--- config.mk ---
export PLATFORM = sky130hd
export DESIGN_NAME = change_dispenser
export DESIGN_NICKNAME = d
export VERILOG_FILES = /design/src/rtl/change_dispenser.sv
export SDC_FILE = /design/constraint.sdc
export NUM_CORES = 1
export LEC_CHECK = 0
export BUFFER_PORTS_ARGS = -buffer_cell sky130_fd_sc_hd__buf_4
export CAP_MARGIN = 25
export CORE_MARGIN = 5
export CORE_UTILIZATION = 48
export DETAILED_ROUTE_END_ITERATION = 12
export PLACE_DENSITY = 0.89
export SKIP_LAST_GASP = 1
export SYNTH_ARGS = -nofsm -noshare
export SYNTH_HDL_FRONTEND = slang
export SYNTH_SLANG_ARGS = --single-unit
--- constraint.sdc ---
create_clock -name clk -period 2.6 [get_ports clk]
set_input_delay 0.52 -clock clk [delete_from_list [all_inputs] [get_ports clk]]
set_output_delay 0.52 -clock clk [all_outputs]
set_load 0.005 [all_outputs]
--- src/rtl/change_dispenser.sv ---
// ---------------------------------------------------------------------------
// change_dispenser
//
// Downstream stage of the vending controller. A one-cycle start strobe loads
// a change amount in cents, which is then paid out greedily as quarters,
// dimes and nickels. Each coin is one release pulse on relq/reld/reln. An
// on-board inventory is kept per denomination, and done/short status is
// reported back to the controller.
//
// Optional feature: define CHANGE_STATS_EN to build a 16-bit accumulator of
// cents dispensed on total_out. Without it, total_out is tied to zero.
//
// Ports:
//   clk        system clock, rising edge
//   reset      asynchronous active-high reset
//   start      one-cycle request to dispense 'amount'
//   amount     change owed in cents, sampled with start
//   refill     reload inventory to INIT_* (honoured only when idle)
//   busy       dispensing in progress
//   done       one-cycle completion pulse
//   short      last job ended with 5 or more cents unpaid, held until next start
//   remain     cents still owed (residue after done)
//   relq/reld/reln  one-cycle release pulses for quarter/dime/nickel
//   q_cnt/d_cnt/n_cnt  current inventory
//   low_coin   any inventory counter is zero (combinational)
//   total_out  cumulative cents dispensed (zero unless CHANGE_STATS_EN)
// ---------------------------------------------------------------------------
module change_dispenser #(
    parameter int AMT_W  = 8,
    parameter int INV_W  = 6,
    parameter int INIT_Q = 8,
    parameter int INIT_D = 8,
    parameter int INIT_N = 8,
    parameter int GAP    = 1
) (
    input  logic             clk,
    input  logic             reset,
    input  logic             start,
    input  logic [AMT_W-1:0] amount,
    input  logic             refill,
    output logic             busy,
    output logic             done,
    output logic             short,
    output logic [AMT_W-1:0] remain,
    output logic             relq,
    output logic             reld,
    output logic             reln,
    output logic [INV_W-1:0] q_cnt,
    output logic [INV_W-1:0] d_cnt,
    output logic [INV_W-1:0] n_cnt,
    output logic             low_coin,
    output logic [15:0]      total_out
);

    // The gap counter only has to reach GAP-1; keep it at least one bit wide
    // so a zero-gap build still elaborates cleanly.
    localparam int GW = (GAP > 1) ? $clog2(GAP) : 1;
    localparam logic [GW-1:0]    GAP_LAST = GW'((GAP > 0) ? (GAP - 1) : 0);
    localparam logic [AMT_W-1:0] V25      = AMT_W'(25);
    localparam logic [AMT_W-1:0] V10      = AMT_W'(10);
    localparam logic [AMT_W-1:0] V5       = AMT_W'(5);
    localparam logic [INV_W-1:0] ONE      = INV_W'(1);
    localparam logic [INV_W-1:0] RST_Q    = INV_W'(INIT_Q);
    localparam logic [INV_W-1:0] RST_D    = INV_W'(INIT_D);
    localparam logic [INV_W-1:0] RST_N    = INV_W'(INIT_N);

    typedef enum logic [1:0] {
        ST_IDLE,
        ST_DISP,
        ST_GAP,
        ST_DONE
    } state_t;

    state_t           state, state_next;
    logic [AMT_W-1:0] remain_next;
    logic [INV_W-1:0] q_next, d_next, n_next;
    logic             busy_next, done_next, short_next;
    logic             relq_next, reld_next, reln_next;
    logic [GW-1:0]    gap_cnt, gap_next;

    // Everything the controller sees is registered in this one block. The
    // reset branch is the abort path: any release pulse in flight drops at
    // once and the inventory returns to its loaded values.
    always_ff @(posedge clk or posedge reset) begin
        if (reset) begin
            state   <= ST_IDLE;
            remain  <= '0;
            q_cnt   <= RST_Q;
            d_cnt   <= RST_D;
            n_cnt   <= RST_N;
            busy    <= 1'b0;
            done    <= 1'b0;
            short   <= 1'b0;
            relq    <= 1'b0;
            reld    <= 1'b0;
            reln    <= 1'b0;
            gap_cnt <= '0;
        end else begin
            state   <= state_next;
            remain  <= remain_next;
            q_cnt   <= q_next;
            d_cnt   <= d_next;
            n_cnt   <= n_next;
            busy    <= busy_next;
            done    <= done_next;
            short   <= short_next;
            relq    <= relq_next;
            reld    <= reld_next;
            reln    <= reln_next;
            gap_cnt <= gap_next;
        end
    end

    // Next-state and next-output decisions. Release pulses and done default
    // low so they last exactly one cycle. In DISP the coin choice is a
    // strict priority chain, and each subtraction sits behind its own
    // compare, so neither remain nor a counter can wrap below zero.
    always_comb begin
        state_next  = state;
        remain_next = remain;
        q_next      = q_cnt;
        d_next      = d_cnt;
        n_next      = n_cnt;
        busy_next   = busy;
        done_next   = 1'b0;
        short_next  = short;
        relq_next   = 1'b0;
        reld_next   = 1'b0;
        reln_next   = 1'b0;
        gap_next    = gap_cnt;

        case (state)
            ST_IDLE: begin
                // Refill is applied first, so a job starting on the same
                // edge pays out from the reloaded inventory.
                if (refill) begin
                    q_next = RST_Q;
                    d_next = RST_D;
                    n_next = RST_N;
                end
                if (start) begin
                    remain_next = amount;
                    short_next  = 1'b0;
                    busy_next   = 1'b1;
                    state_next  = ST_DISP;
                end
            end
            ST_DISP: begin
                if (remain >= V25 && q_cnt != '0) begin
                    relq_next   = 1'b1;
                    remain_next = remain - V25;
                    q_next      = q_cnt - ONE;
                end else if (remain >= V10 && d_cnt != '0) begin
                    reld_next   = 1'b1;
                    remain_next = remain - V10;
                    d_next      = d_cnt - ONE;
                end else if (remain >= V5 && n_cnt != '0) begin
                    reln_next   = 1'b1;
                    remain_next = remain - V5;
                    n_next      = n_cnt - ONE;
                end else begin
                    busy_next  = 1'b0;
                    done_next  = 1'b1;
                    short_next = (remain >= V5);
                    state_next = ST_DONE;
                end
                if ((relq_next || reld_next || reln_next) && (GAP > 0)) begin
                    state_next = ST_GAP;
                    gap_next   = '0;
                end
            end
            ST_GAP: begin
                if (gap_cnt == GAP_LAST) begin
                    state_next = ST_DISP;
                end else begin
                    gap_next = gap_cnt + 1'b1;
                end
            end
            ST_DONE: begin
                state_next = ST_IDLE;
            end
            default: begin
                state_next = ST_IDLE;
            end
        endcase
    end

    assign low_coin = (q_cnt == '0) || (d_cnt == '0) || (n_cnt == '0);

`ifdef CHANGE_STATS_EN
    logic [15:0] total_q;
    logic [4:0]  coin_val;

    // Value of the coin being released on this edge, taken from the same
    // decision that raises the pulse.
    assign coin_val = relq_next ? 5'd25 :
                      reld_next ? 5'd10 :
                      reln_next ? 5'd5  : 5'd0;

    // Running total of cents paid out. It wraps naturally at 16 bits, and
    // only reset clears it.
    always_ff @(posedge clk or posedge reset) begin
        if (reset) begin
            total_q <= '0;
        end else begin
            total_q <= total_q + {11'd0, coin_val};
        end
    end

    assign total_out = total_q;
`else
    assign total_out = 16'd0;
`endif

endmodule
Word-level counts from Yosys, hierarchy flattened. Cells that the tools add are included.

Logic and storage cells: 113. Bits of input ports: 12. Register bits: 35.

Reductions and logical operators: 23. Mux-type cells: 51. $add $sub $neg: 7. $lt $le $gt $ge: 3. Equality and inequality tests: 17.

Operators with widths (number): $mux W6 (7); $pmux W6 S2 (3); $mux W8 (4); $mux W1 (26); $ne A2 B2 Y1 const B (10); $logic_not A6 Y1 (3); $reduce_bool A6 Y1 (3); $sub A6 B1 Y6 const B (3); $pmux W8 S2 (1); $reduce_and A5 Y1 (3); $mux W2 (6); $ne A3 B3 Y1 const B (3); $ge A8 B3 Y1 const B (1); $ge A8 B4 Y1 const B (1); $ge A8 B5 Y1 const B (1); $pmux W2 S4 (1); $sub A8 B3 Y8 const B (1); $sub A8 B4 Y8 const B (1); $sub A8 B5 Y8 const B (1); $pmux W1 S2 (3); $reduce_and A3 Y1 (2); $eq A2 B2 Y1 const B (2); $logic_or A1 B1 Y1 (4); $ne A4 B4 Y1 const B (1); other kinds (7) (10).

Logic depth before layout (Yosys ltp). Gate-level depths: netlist (run 1).

Depth after elaboration: 9. Mapped depth: 10. Gate-level depth less buffers: 9.

Worst setup path after synthesis (run 1). Ideal clock, no wire load.

Path kind: register to register. Start point: register remain[1]. End point: register remain[0]. Path slack: 0.148 ns. Buffers on the path: 0. Stages on the path, launching flop included: 9. Clock period less this slack: 2.452 ns. Arrival: 2.311 ns. Required time: 2.459 ns. Path through: dfrtp_1 > inv_1 > ha_1 > nor3b_1 > o21ai_1 > a211oi_4 > a21oi_1 > a21oi_1 > a21oi_1.

Longest elaborated chain between the ends: 5. Elaborated cells between the ends (all ways): 11.

Ends and longest elaborated chain: start: declaration (RTL line 44) `output logic [AMT_W-1:0] remain,`; start signal: assignment (RTL line 100) `remain <= remain_next;`; $ge A8 B4 Y1 (RTL line 153) `end else if (remain >= V10 && d_cnt != '0) begin`; $logic_and A1 B1 Y1 (RTL line 153); $mux W8 (RTL line 153); $mux W8 (RTL line 149) `if (remain >= V25 && q_cnt != '0) begin`; $pmux W8 S2 (RTL line 132) `case (state)`.

Parallel ways exist; a longest one is shown, timed or not. A chain may end at the register's enable or synchronous reset.

Worst setup path in the final report (run 1).
Start point: register q_cnt[0]. End point: register n_cnt[4].

Longest elaborated chain between the ends: 4.

Ends and longest elaborated chain: start: declaration (RTL line 48) `output logic [INV_W-1:0] q_cnt,`; start signal: assignment (RTL line 101) `q_cnt <= q_next;`; $reduce_bool A6 Y1 (RTL line 149); $logic_and A1 B1 Y1 (RTL line 149); $ne A2 B2 Y1 (no line); $reduce_and A5 Y1 (no line); end signal: assignment (RTL line 103) `n_cnt <= n_next;`; end: declaration (RTL line 50) `output logic [INV_W-1:0] n_cnt,`.

Every way passes these cells.

==> summary.txt, run 1 <==
Outcome
  – Status: finished, final reports clean

Layout
  – Core Util, Final: 63.4%
  – Commonest non-fill, non-tap cells in the layout: 73 x buf_4, 31 x dfrtp_1, 25 x nor2_1
  – Most common cell after layout, fill and taps aside: buf_4
  – Cell Count, Final, Fillers Out: 403
  – Multi-input logic area: 1350 um2
  – Layout fillers: 402
  – Sequential Area: 855 um2
  – Final Net Count: 357
  – # diodes: 0
  – Synthesis-to-finish area growth: 28.9%
  – Layout cells sized above 1: 30.7%

Clock tree
  – Longest Clk Path Bufs: 2
  – Clock root cell: clkbuf_8
  – Total CTS buffers: 5
  – Clk_lat worst skew: 0.29 ns
  – Clock transition at the registers of the reported paths: 0.07 ns
  – # H-tree levels: 2
  – CTS tree: yes
  – Hold buffers post-CTS: 0
  – Clock Sinks: 34

Floorplan
  – Row count: 25
  – Die width: 79.6 um
  – Initial Util: 49.2%
  – Die height: 79.6 um
  – Core area: 4720 um2
  – Num ports: 61
  – Die area: 6330 um2

Critical path
  – CP max FO: 6
  – Crit path from: q_cnt[0]
  – Critical R2R Launch: q_cnt[0]
  – Crit path DAT: 2.65 ns
  – Critical Path RT: 2.76 ns
  – Setup crit start kind: flop
  – Crit end category: flop
  – Crit path kind: flop to flop

Timing
  – Hold Fails Final Rpt: 0
  – Worst-Margin Slew: 0.523 ns
  – Post-route minimum period: 2.49 ns
  – Final setup vio count: 0
  – Tcrit/Tclk final: 95.8%
  – Final worst clock skew: 0.00704 ns
  – Max Freq: 402 MHz
  – Pins Over Slew Limit: 0
  – Slew HR: 65.0%

Synth
  – Post-Syn Instances: 263
  – Number of synthesized flops with an enable pin: 0
  – Sequential-to-total area share from yosys stat: 36.8%
  – Synth async-reset ratio: 100%
  – Synth warnings: 0
  – Yosys cell types: 62
  – Yosys reg bits: 34
  – Avg Cell Area, Syn: 8.83 um2
  – Top_reg_cell synth: dfrtp_1
  – Mapped Area: 2320 um2

Routing
  – Vias per cell: 5.68
  – Routed Antenna Nets: 0
  – DRT iter0 DRCs: 143
  – Drt first pass iters: 5
  – # DRC: 0
  – Routed len/inst: 16.1 um
  – Final WL: 6.49 mm
  – Vias: 2291

GRT
  – Total grt overflow: 0
  – Gr usage total: 21.4%
  – Number of global-route vias before repair: 2235
  – First-pass GRT wire length: 10.6 mm
  – Pin count of the biggest net entering global routing: 35
  – Initial antenna violation count: 0

Pwr
  – Leakage: 0.00141 uW
  – Worst vdd ir: 0.000547 V
  – PwrDens: 1100 nW/um2

Place
  – # port buffers: 44
  – Placer Congestion: 0.986
  – Hpwl dp: 4.74 mm
  – Total placed cells including tap cells: 389

Hold path
  – Hold Path Class: input pin to async pin

Run
  – Max-cap violations: 0
==> worst max-delay path: stages, from the launching register on <==
cell and delay (ns):
dfrtp_1 0.42, inv_1 0.07, ha_1 0.17, or4b_4 0.51, or2_4 0.29, a211oi_4 0.26, buf_4 0.17, buf_6 0.10
nand4_1 0.11, xor2_1 0.20, nor2_1 0.06
==> cells by family after synthesis <==
group | share of synthesized area, %
DFF | 36.8
xor gates and xnor gates | 4.53
other | 0.161
buffers and inverters | 9.54
adders and majority gates | 5.39
muxes | 1.29
AOI/OAI and AO/OA | 22.1
and+or+nand+nor | 20.2
==> flip-flops by register name, indices dropped and copies added (netlist names) <==
signal and flops:
remain 8, d_cnt 6, n_cnt 6, q_cnt 6
state 2, busy 1, done 1, reld 1
reln 1, relq 1, short 1
==> layout make-up <==
cell class / instances / share of cell area [%]
tap: 67 / 2.80
timing repair buffer: 74 / 18.7
inverter: 16 / 2.01
clock buffer: 8 / 3.01
multi-input combinational: 204 / 45.0
sequential: 34 / 28.5
==> metal layers <==
metal | track usage [%] | vias up | share of wire [%]
met2 | 34.0 | 109 | 49
met5 | 0 | - | 0
met3 | 4.74 | 22 | 7.8
met4 | 11.0 | 0 | 2.9
met1 | 27.1 | 1106 | 41
li1 | - | 1054 | -
==> report_power, final <==
group          leakage [uW]  switching [uW]  total [uW]  internal, uW
sequential         0.000427             220         932           712
combinational      0.000932            1040        1950           904
clock             0.0000455             193         409           216
total               0.00141            1460        3290          1830
==> what timing repair did <==
action | CTS | global route
setup endpoints to repair | 1 | 22
setup buffers | 0 | 6
pin swaps | 0 | 2
resized for setup | 1 | 10
==> final timing paths <==
path / depth (start not counted) / slack [ns] / to
worst max-delay path: 10 / 0.11 / n_cnt[4]
worst min-delay path: 3 / 0.33 / q_cnt[5]
worst max register to register: 10 / 0.11 / n_cnt[4]
worst min register to register: 2 / 0.51 / busy
max in group asynchronous: 3 / 1.93 / n_cnt[3]
min in group clk: 2 / 0.51 / busy
==> synthesized netlist by cell type, drive strengths merged (3+ instances only) <==
cell / count / share of area [%]
o211ai: 6 / 2.2
ha: 10 / 5.4
nor3: 7 / 1.5
o21ai: 11 / 2.4
nor2b: 3 / 0.81
clkbuf: 4 / 0.70
nor2: 26 / 4.3
nand2b: 4 / 1.1
or3: 3 / 0.81
o221ai: 3 / 1.1
o22ai: 5 / 1.3
a211oi: 6 / 2.9
a2bb2oi: 3 / 1.1
nand2: 18 / 3.0
o31ai: 3 / 0.97
mux2i: 3 / 1.3
inv: 15 / 2.4
xor2: 8 / 3.0
a21oi: 18 / 3.9
xnor2: 4 / 1.5
buf: 20 / 6.3
dfrtp: 31 / 33
nand3: 11 / 2.4
dfstp: 3 / 3.4
nor4: 4 / 1.1
==> stage by stage <==
stage / hold slack (ns) / power [uW] / setup TNS (ns) / worst slack [ns] / cell area, um2
final: 0.329 / 3290 / 0 / 0.110 / 2990
after floorplan: 0.486 / 2010 / 0 / 0.148 / 2380
after detailed placement: 0.503 / 2750 / 0 / 0.0303 / 2810
after CTS: 0.343 / 3180 / -0.00669 / -0.00669 / 2910
after global routing: 0.364 / 3550 / -0.00870 / -0.00870 / 2990
after global placement: 0.485 / 2700 / 0 / 0.134 / 2810
Power figures use the tool's default switching activity.
==> run 2: changes to the inputs <==
--- a/config.mk
+++ b/config.mk
@@ -7,10 +7,11 @@
 export LEC_CHECK = 0
 export BUFFER_PORTS_ARGS = -buffer_cell sky130_fd_sc_hd__buf_4
 export CAP_MARGIN = 25
+export CORE_ASPECT_RATIO = 1.5
 export CORE_MARGIN = 5
-export CORE_UTILIZATION = 48
+export CORE_UTILIZATION = 57
 export DETAILED_ROUTE_END_ITERATION = 12
-export PLACE_DENSITY = 0.89
+export PLACE_DENSITY = 0.95
 export SKIP_LAST_GASP = 1
 export SYNTH_ARGS = -nofsm -noshare
 export SYNTH_HDL_FRONTEND = slang
==> constraint.sdc (replaced) <==
create_clock -name clk -period 2.9 [get_ports clk]
set_input_delay 0.58 -clock clk [delete_from_list [all_inputs] [get_ports clk]]
set_output_delay 0.58 -clock clk [all_outputs]
set_load 0.005 [all_outputs]
==> run 2 against run 1 <==
Clock skew decreased by 0.00069 ns. Total power decreased by 14%. Setup slack improved by 0.081 ns. Combinational power decreased by 24%. Final cell count decreased by 11%. Critical path depth unchanged. Highest routed layer unchanged.
==> summary.txt, run 2 (synthesis gave the netlist of run 1 again) <==
Timing
  – Final setup vio count: 0 (unchanged)
  – Post-route minimum period: 2.71 ns (+0.219 ns)
  – Worst-Margin Slew: 0.653 ns (+0.130 ns)
  – Post-route worst setup slack: 0.191 ns (+0.0808 ns)
  – Hold Fails Final Rpt: 0 (unchanged)
  – Max Freq: 369 MHz (-8.1%)
  – Final TNS setup: 0 ns (unchanged)
  – Tcrit/Tclk final: 93.4% (-2.3 points)
  – Pins Over Slew Limit: 0 (unchanged)
  – Final worst clock skew: 0.00635 ns (-0.000695 ns)
  – RSZ-0062 raised after global routing: false
  – Slew HR: 56.0% (-9.0 points)

Layout
  – Synthesis-to-finish area growth: 19.6%
  – Post-route cell area: 2780 um2 (-7.2%)
  – Cell Count, Final, Fillers Out: 360 (-11%)
  – Commonest non-fill, non-tap cells in the layout: 53 x buf_4, 31 x dfrtp_1, 25 x nor2_1
  – Max reg flops: 8 (unchanged)
  – Layout cells sized above 1: 23.5% (-7.2 points)
  – Most common cell after layout, fill and taps aside: buf_4
  – Final Net Count: 336 (-5.9%)
  – # diodes: 0 (unchanged)
  – Top reg by flops: remain

Place
  – Hpwl dp: 4.60 mm (-3.0%)
  – Placer Congestion: 1.00 (+1.8%)
  – Placement-stage cell area: 2670 um2 (-5.0%)
  – Pre-CTS WS: 0.285 ns (+0.254 ns)
  – # port buffers: 44 (unchanged)
  – Total placed cells including tap cells: 352 (-9.5%)

Routing
  – Met3 WL: 457 um (-9.3%)
  – Vias: 2174 (-5.1%)
  – Met2 routed WL: 3.08 mm (-2.9%)
  – # DRC: 0 (unchanged)
  – Drt first pass iters: 4 (-1)
  – WL met1: 2.42 mm (-8.3%)
  – Routed len/inst: 17.1 um (+6.5%)
  – Max layer used: met4
  – Final WL: 6.17 mm (-4.9%)
  – Vias per cell: 6.04 (+6.2%)
  – DRT iter0 DRCs: 143 (unchanged)
  – Routed Antenna Nets: 0 (unchanged)

Outcome
  – Status: finished, final reports clean

Pwr
  – Worst vdd ir: 0.000683 V (+25%)
  – PwrDens: 1020 nW/um2 (-7.6%)
  – Final Power: 2820 uW (-14%)
  – Leakage: 0.00130 uW (-7.4%)

Floorplan
  – Num ports: 61 (unchanged)
  – Initial Util: 58.7% (+9.5 points)
  – Die area: 5480 um2 (-13%)
  – Die width: 62.1 um (-22%)
  – Row count: 28 (+12%)
  – Core area: 3960 um2 (-16%)
  – Die height: 88.2 um (+11%)

GRT
  – Gr usage total: 22.7% (+1.3 points)
  – First-pass GRT wire length: 10.1 mm (-5.1%)
  – Initial antenna violation count: 0 (unchanged)
  – Pin count of the biggest net entering global routing: 35 (unchanged)
  – Number of global-route vias before repair: 2208 (-1.2%)
  – Total grt overflow: 0 (unchanged)

Clock tree
  – Clock root cell: clkbuf_8
  – # H-tree levels: 2 (unchanged)
  – Clock Sinks: 34 (unchanged)
  – Longest Clk Path Bufs: 2 (unchanged)
  – Hold buffers post-CTS: 0 (unchanged)
  – Clock transition at the registers of the reported paths: 0.08 ns (about the same)
  – Clk_lat worst skew: 0.30 ns (about the same)
  – Post-CTS Resized: 0 (-1)
  – CTS tree: yes
  – Total CTS buffers: 5 (unchanged)
  – Post-CTS Setup Bufs: 0 (unchanged)

Critical path
  – Setup crit start kind: flop
  – Crit end category: flop
  – Critical Path RT: 3.12 ns (+0.36 ns)
  – R2R depth: 10 (unchanged)
  – Crit path DAT: 2.93 ns (+0.28 ns)
  – FF-to-FF setup slack: 0.19 ns (+0.08 ns)
  – Crit path kind: flop to flop
  – CP max FO: 8 (+2)

Run
  – Max-cap violations: 0 (unchanged)

Hold path
  – Hold Path Class: input pin to async pin
## run 2: worst max-delay path, cell delays in order, from the launching register on
cell and delay (ns):
dfrtp_1 0.47, inv_1 0.14, ha_1 0.28, nor3b_1 0.36
buf_4 0.19, o21a_1 0.20, buf_4 0.17, o221ai_1 0.17
nor4_1 0.38, nand3_1 0.15, o211ai_1 0.13
## run 2: stage by stage
stage                     utilization, %  hold slack (ns)
after global routing                70.2            0.447
after CTS                           70.2            0.394
after global placement              67.5            0.486
final                               70.2            0.373
after floorplan                        -            0.486
after detailed placement            67.5            0.507
## run 2: worst paths after layout
path / startpoint / to
max: remain[1] / remain[7]
min: reset / q_cnt[2]
max reg2reg: remain[1] / remain[7]
min reg2reg: short / short
max in group asynchronous: reset / d_cnt[3]
min in group clk: short / short
## run 2: cell type report
class	instances	area, um2
clock buffers	7	76.3
clock inverters	1	30.0
fillers	319	1180
inverters	16	60.1
multi-input cells	204	1300
flip-flops and latches	34	855
well taps	45	56.3
repair buffers	53	398
## run 2: where the power goes
| part | leakage, uW | total (uW) | switching [uW] | internal [uW] |
|---|---|---|---|---|
| sequential | 0.000427 | 891 | 253 | 637 |
| combinational | 0.000821 | 1490 | 812 | 679 |
| clock | 0.0000524 | 440 | 182 | 257 |
| total | 0.00130 | 2820 | 1250 | 1570 |
## run 2: routing by layer
layer  vias to the layer above  GRT usage (%)
met1                      1024           25.3
met4                         0           14.0
met2                       112           38.4
met3                        22           6.03
met5                         -              0
li1                       1016              -
